**src/rtl/mem_port_arbiter.sv**
```systemverilog
// Arbitrates one fixed-latency single-port RAM between the IF and MEM stages.
// MEM has priority; IF is forced through after STARVE_MAX back-to-back MEM grants.
module mem_port_arbiter #(
    parameter int ADDR_W     = 32,
    parameter int DATA_W     = 32,
    parameter int RAM_LAT    = 2,
    parameter int STARVE_MAX = 4
) (
    input  logic              clk,
    input  logic              rst,
    input  logic              if_req,
    input  logic [ADDR_W-1:0] if_addr,
    output logic [DATA_W-1:0] if_rdata,
    output logic              if_ack,
    input  logic              mem_req,
    input  logic              mem_we,
    input  logic [3:0]        mem_sel,
    input  logic [ADDR_W-1:0] mem_addr,
    input  logic [DATA_W-1:0] mem_wdata,
    output logic [DATA_W-1:0] mem_rdata,
    output logic              mem_ack,
    output logic              ram_ce,
    output logic              ram_we,
    output logic [3:0]        ram_sel,
    output logic [ADDR_W-1:0] ram_addr,
    output logic [DATA_W-1:0] ram_wdata,
    input  logic [DATA_W-1:0] ram_rdata,
    output logic              stall_if,
    output logic              stall_mem,
    output logic              busy
);

    typedef enum logic [1:0] {
        IDLE,
        ACCESS,
        RESP
    } state_t;

    state_t     state;
    logic       owner_if;
    logic [3:0] lat_cnt;
    logic [3:0] starve_cnt;
    logic       grant_if;

    assign grant_if  = if_req && (!mem_req || starve_cnt == 4'(STARVE_MAX));
    assign stall_if  = if_req & ~if_ack;
    assign stall_mem = mem_req & ~mem_ack;
    assign busy      = (state != IDLE);

    always_ff @(posedge clk) begin
        if (rst) begin
            state      <= IDLE;
            owner_if   <= 1'b0;
            lat_cnt    <= '0;
            starve_cnt <= '0;
            ram_ce     <= 1'b0;
            ram_we     <= 1'b0;
            ram_sel    <= '0;
            ram_addr   <= '0;
            ram_wdata  <= '0;
            if_rdata   <= '0;
            mem_rdata  <= '0;
            if_ack     <= 1'b0;
            mem_ack    <= 1'b0;
        end else begin
            unique case (state)
                IDLE: begin
                    if (mem_req || if_req) begin
                        owner_if  <= grant_if;
                        lat_cnt   <= 4'(RAM_LAT - 1);
                        ram_ce    <= 1'b1;
                        ram_addr  <= grant_if ? if_addr : mem_addr;
                        ram_we    <= !grant_if && mem_we;
                        ram_sel   <= grant_if ? 4'hF : mem_sel;
                        ram_wdata <= grant_if ? '0 : mem_wdata;
                        // Count only MEM wins that left IF waiting
                        if (grant_if || !if_req)
                            starve_cnt <= '0;
                        else if (starve_cnt != 4'(STARVE_MAX))
                            starve_cnt <= starve_cnt + 4'd1;
                        state <= ACCESS;
                    end
                end
                ACCESS: begin
                    if (lat_cnt == '0) begin
                        ram_ce <= 1'b0;
                        if (owner_if) begin
                            if_ack   <= 1'b1;
                            if_rdata <= ram_rdata;
                        end else begin
                            mem_ack <= 1'b1;
                            if (!ram_we)
                                mem_rdata <= ram_rdata;
                        end
                        state <= RESP;
                    end else begin
                        lat_cnt <= lat_cnt - 4'd1;
                    end
                end
                RESP: begin
                    if_ack  <= 1'b0;
                    mem_ack <= 1'b0;
                    state   <= IDLE;
                end
                default: state <= IDLE;
            endcase
        end
    end

endmodule

```
**config.mk**
```make
export PLATFORM = sky130hd
export DESIGN_NAME = mem_port_arbiter
export DESIGN_NICKNAME = d
export VERILOG_FILES = /design/src/rtl/mem_port_arbiter.sv
export SDC_FILE = /design/constraint.sdc
export NUM_CORES = 1
export LEC_CHECK = 0
export CORE_MARGIN = 3
export CORE_UTILIZATION = 41
export DETAILED_ROUTE_END_ITERATION = 12
export PLACE_DENSITY_LB_ADDON = 0.05
export SYNTH_ARGS = -nofsm -noshare
export SYNTH_HDL_FRONTEND = slang
export SYNTH_SLANG_ARGS = --single-unit
export TNS_END_PERCENT = 50
```
**constraint.sdc**
```tcl
create_clock -name clk -period 2 [get_ports clk]
set_input_delay 0.4 -clock clk [delete_from_list [all_inputs] [get_ports clk]]
set_output_delay 0.4 -clock clk [all_outputs]
set_load 0.03 [all_outputs]
```
Word level (Yosys, flattened, before mapping)
Index checks and enable logic that the tools add are counted.
- reduce and logical (&&, ||, !) cells: 23
- mux-type cells: 20
- add/subtract/negate cells: 2
- bitwise logic cells: 6
- equality and inequality tests: 9
- operators with widths (kind ; count):
    $mux W32 ; 2
    $mux W4 ; 5
    $reduce_and A3 Y1 ; 6
    $ne A2 B2 Y1 const B ; 5
    $pmux W4 S2 ; 1
    $reduce_bool A2 Y1 ; 4
    $mux W1 ; 6
    $pmux W1 S2 ; 3
    $add A4 B1 Y4 const B ; 1
    $eq A4 B3 Y1 const B ; 1
    $logic_not A4 Y1 ; 1
    $mux W2 ; 2
    $ne A4 B3 Y1 const B ; 1
    $not A1 Y1 ; 4
    $pmux W2 S2 ; 1
    $reduce_and A2 Y1 ; 2
    $reduce_and A4 Y1 ; 1
    $sub A4 B1 Y4 const B ; 1
    $logic_not A1 Y1 ; 3
    $logic_or A1 B1 Y1 ; 3
    $and A1 B1 Y1 ; 2
    $eq A2 B1 Y1 const B ; 1
    $eq A2 B2 Y1 const B ; 1
    $logic_and A1 B1 Y1 ; 2
    $logic_not A2 Y1 ; 1
- register bits: 147
- output and inout port bits: 139

Depth between registers and ports, before layout
- word-level depth: 6
- depth in mapped cells: 8

Worst setup path before layout
No wires, ideal clock.
- path kind: register to register
- start point: register lat_cnt[0]
- end point: register mem_rdata[2]
- stages on the path, launching flop included: 8
- path buffers: 1
- library setup time: 0.128 ns
- arrival: 1.391 ns
- slack: 0.481 ns
- data required time: 1.872 ns
- cells stage by stage: dfxtp_1 > inv_1 > ha_1 > nor3b_4 > nand3_2 > buf_2 > mux2i_1 > nor2_1
- word-level cells in the longest chain between the ends: 2
- RTL lines (what ; line ; RTL):
    from (decl) ; 41 ; logic [3:0] lat_cnt;
    from (signal assigned) ; 70 ; lat_cnt <= 4'(RAM_LAT - 1);
    from (signal assigned) ; 97 ; lat_cnt <= lat_cnt - 4'd1;
    $logic_not A4 Y1 ; 85 ; if (lat_cnt == '0) begin
    $reduce_and A4 Y1 (no line) ; - ;
    to (signal assigned) ; 93 ; mem_rdata <= ram_rdata;
    to (decl) ; 20 ; output logic [DATA_W-1:0] mem_rdata,
Every way passes these cells.
A chain may end at the register's enable or synchronous reset.

Worst setup path in the final report
- start point: register mem_ack
- end point: output mem_ack
- RTL lines (what ; line ; RTL):
    from (decl) ; 21 ; output logic mem_ack,
    from (signal assigned) ; 64 ; mem_ack <= 1'b0;
    from (signal assigned) ; 91 ; mem_ack <= 1'b1;
    from (signal assigned) ; 102 ; mem_ack <= 1'b0;
No word-level cell between the ends.

==> results <==
- Entering global routing, the biggest net connects 51 pins.
- The number of nets in the synthesized netlist is 808.
- The hold slack is 391 ps.
- The final number of setup-violating endpoints is 0.
- Static timing analysis puts the maximum clock frequency at 0.516 GHz.
- The post-route clock period utilization is 0.968.
- The basic-gate share of the synthesized area counting and, or, nand and nor cells is 0.209.
- STA puts the critical path data arrival time at 1540 ps.
- The clock transition at the register clock pins on the worst setup and hold paths after CTS is 60 ps.
- The count of buffers added on input and output ports is 275.
- The most used flip-flop cell after synthesis is dfxtp_1.
- In this run the power density over the cells is 944 nW/um2.
- After synthesis, the largest family of logic cells by area is simple AND/OR/NAND/NOR gates.
- The number of nets in the finished design is 1,067.
- The average wire per standard cell is 15.7 um.
- The core outline area is 13,400 um2.
- The global-route total usage across every layer is 0.224.
- The die is 124 um wide.
- The setup clock skew after layout is 9.47 ps.
- The highest ir drop seen on vdd is 0.702 mV.
- Sorting the synthesized cells by how often they occur yields dfxtp_1 (147), nand2_1 (136), a21oi_1 (102).
- The total iterations of the first detailed-routing run is 5.
- The count of cells resized by post-cts repair is 1.
- The CTS tree is built.
- The largest buffer count on any clock path is 2.
- Of the cells placed in the final design, the portion with a size suffix greater than 1 is 0.0703.
- In this run the cell area of the synthesized design comes to 5690 um2.
- After global routing the overflow that remains totals 0.
- CTS built an H-tree with a depth of 4.
- The leakage power total is 3.65 nW.
- The number of antenna violations at the first check in global routing is 0.
- Detailed routing inserted a total of 5,680 vias.
- The detail route stage leaves a number of antenna-violating nets equal to 0.
- The sum of buffers and inverters on the critical path is 1.
- The kind of launch point of the worst setup path is a flip-flop.
- The count of pins on the block boundary is 276.
- Sorting the synthesized cells by area gives the leading types as dfxtp_1 (52%), a21oi_1 (9.0%), nand2_1 (9.0%), mux2i_1 (5.6%), nor2_1 (5.1%).
- A synthesized cell averages 8.53 um2.
- The detailed-route DRC error count is 0.
- CTS placed an instance of clkbuf_16 at the clock tree root.
- The flow ran to the end, and the final reports show no timing, DRC or antenna violations.
- The count of endpoints failing hold in the final timing report is 0.
- After detailed routing, the total wire length is 17,500 um.
- The cell type with the largest total area after synthesis is dfxtp_1.
- In the synthesized netlist the async set-or-reset flop fraction comes to 0.
- In this run the worst hold path is classified as primary input to flip-flop.
- The flip-flop and latch count after synthesis is 147.
- The portion of synthesized area spent on multiplexers is 0.0563.
- After routing, the total negative slack on setup checks comes to 0 ps.
- The CTS buffer count is 17.
- The cell row count is 42.
- The sequential-to-total area share from yosys stat is 0.517.
- The source-to-sink clock delay at the later pin of the worst-skew pair is 420 ps.
- The critical path endpoint category is an output port.
- For this run, the number of Yosys warnings is 0.
- Detailed placement finished with a half-perimeter wire length of 12,600 um.
- The signal on the critical path passes through clkdlybuf4s50_1.
- The post-synthesis compound-gate area fraction is 0.154.
- Across the run, the number of max-cap violations was 0.
- STA puts the critical path data required time at 1600 ps.
- The share of synthesized area in the top cell type comes to 0.517.
- The synthesized design contains 0 enable-type register cells.
- The wire length of the first global-routing pass is 26,900 um.
- The slowest stage of the critical path belongs to the cell clkdlybuf4s50_1.
- The clock period could shrink to 1940 ps.
- The die height is 124 um.
- The most frequent cell after synthesis is dfxtp_1.
- Of the total synthesized cell area, the portion taken by full adders, half adders and majority gates is 0.00880.
- The synthesis-to-layout area growth is 63.4%.
- The number of global-route vias before repair is 5,582.
- The final weighted congestion of routability-driven global placement is 0.809.
- Synthesis instantiated 37 different standard cells from the library.
- The via count normalized by instance count is 5.09.
- The final number of max-transition violations came to 0.
- The total clock sinks is 147.
- For this configuration, the core starts out at a cell density of 0.424.
- The post-synthesis instance total is 667.
- The transition time at the pin with the least slew margin is 428 ps.
- Setup repair after global routing left no endpoint under its margin.
- Of the total synthesized cell area, the portion taken by XOR and XNOR cells is 0.00308.
- Among cell families on the critical path, the largest total delay comes from buffers and inverters.
- The category of the critical setup timing path is flip-flop to output port.
- The die covers 15,300 um2.
- The maximum fanout along the worst path is 3.
- The largest single stage delay on the critical path is 720 ps.
- The relative slew slack is 0.715.
- The number of antenna repair diodes is 0.
- Buffers added to address setup during post-CTS repair amount to 0.
- For this block, the initial DRC count from the detailed router was 283.
- The number of buffers inserted by hold repair at cts is 0.
[cell type report]
type,count,area [um2]
inverter,5,18.8
multi-input combinational,462,2460
clock inverter,8,124
timing repair buffer,293,3030
clock buffer,24,492
sequential,147,2940
tap,176,220
fill,1065,4110
[report_power, final]
| group | switching, mW | leakage, nW | internal [mW] |
|---|---|---|---|
| sequential | 0.135 | 1.20 | 3.17 |
| combinational | 1.19 | 2.15 | 0.988 |
| clock | 1.19 | 0.296 | 2.09 |
[per-layer routing]
metal	GRT usage	share of wire	vias up
met3	0.0985	0.10	32
met1	0.243	0.38	2660
met5	0	0	-
met2	0.381	0.49	227
met4	0.0920	0.023	0
li1	-	-	2761
[layout by cell type, fill, tap and decap left out, drive strengths merged, types with 2 or more instances in the layout]
cell,n
nor2b,3
a31oi,2
dfxtp,147
ha,4
clkdlybuf4s50,271
xnor2,2
nand2b,2
clkbuf,24
a211oi,32
nand2,136
o21ai,2
inv,5
clkinv,3
a21oi,102
nand3b,2
clkinvlp,2
and3,2
nor3b,2
nand3,39
nor3,12
buf,21
nor2,78
bufinv,3
mux2i,32
or3,3
[kinds of logic (layout without fill, tap and decap cells)]
group,Yosys count,in the layout
simple gates,280,280
flops,147,147
compound gates,144,144
buf+inv,58,330
mux,32,32
fa+ha+maj,4,4
xor+xnor,2,2
[registers in the layout, summed over array words and instances, names as in the netlist]
name / flops
if_ack: 1
if_rdata: 32
lat_cnt: 4
mem_ack: 1
mem_rdata: 32
owner_if: 1
ram_addr: 32
ram_ce: 1
ram_sel: 4
ram_wdata: 32
ram_we: 1
starve_cnt: 4
state: 2
[per-stage QoR]
| step | setup WS, ps | util | instances | total power [mW] | instance area (um2) |
|---|---|---|---|---|---|
| finish | 63.4 | 0.693 | 1115 | 8.77 | 9290 |
| global route | 9.28 | 0.693 | 1115 | 9.13 | 9290 |
| CTS | 41.9 | 0.693 | 1115 | 8.85 | 9290 |
| detailed placement | 43.5 | 0.648 | 1083 | 5.56 | 8680 |
| global placement | 126 | 0.648 | 1083 | 5.51 | 8680 |
| floorplan | 481 | - | 667 | 4.55 | 5690 |
[path summary, 6_finish.rpt]
check,startpoint,end,slack (ps),cells after the start
setup / recovery,mem_ack,mem_ack,60,1
hold reg to reg,if_rdata[6],if_rdata[6],450,2
hold / removal,rst,state[0],390,2
setup reg to reg,lat_cnt[0],if_rdata[9],330,7
(Power assumes the default switching activity.)
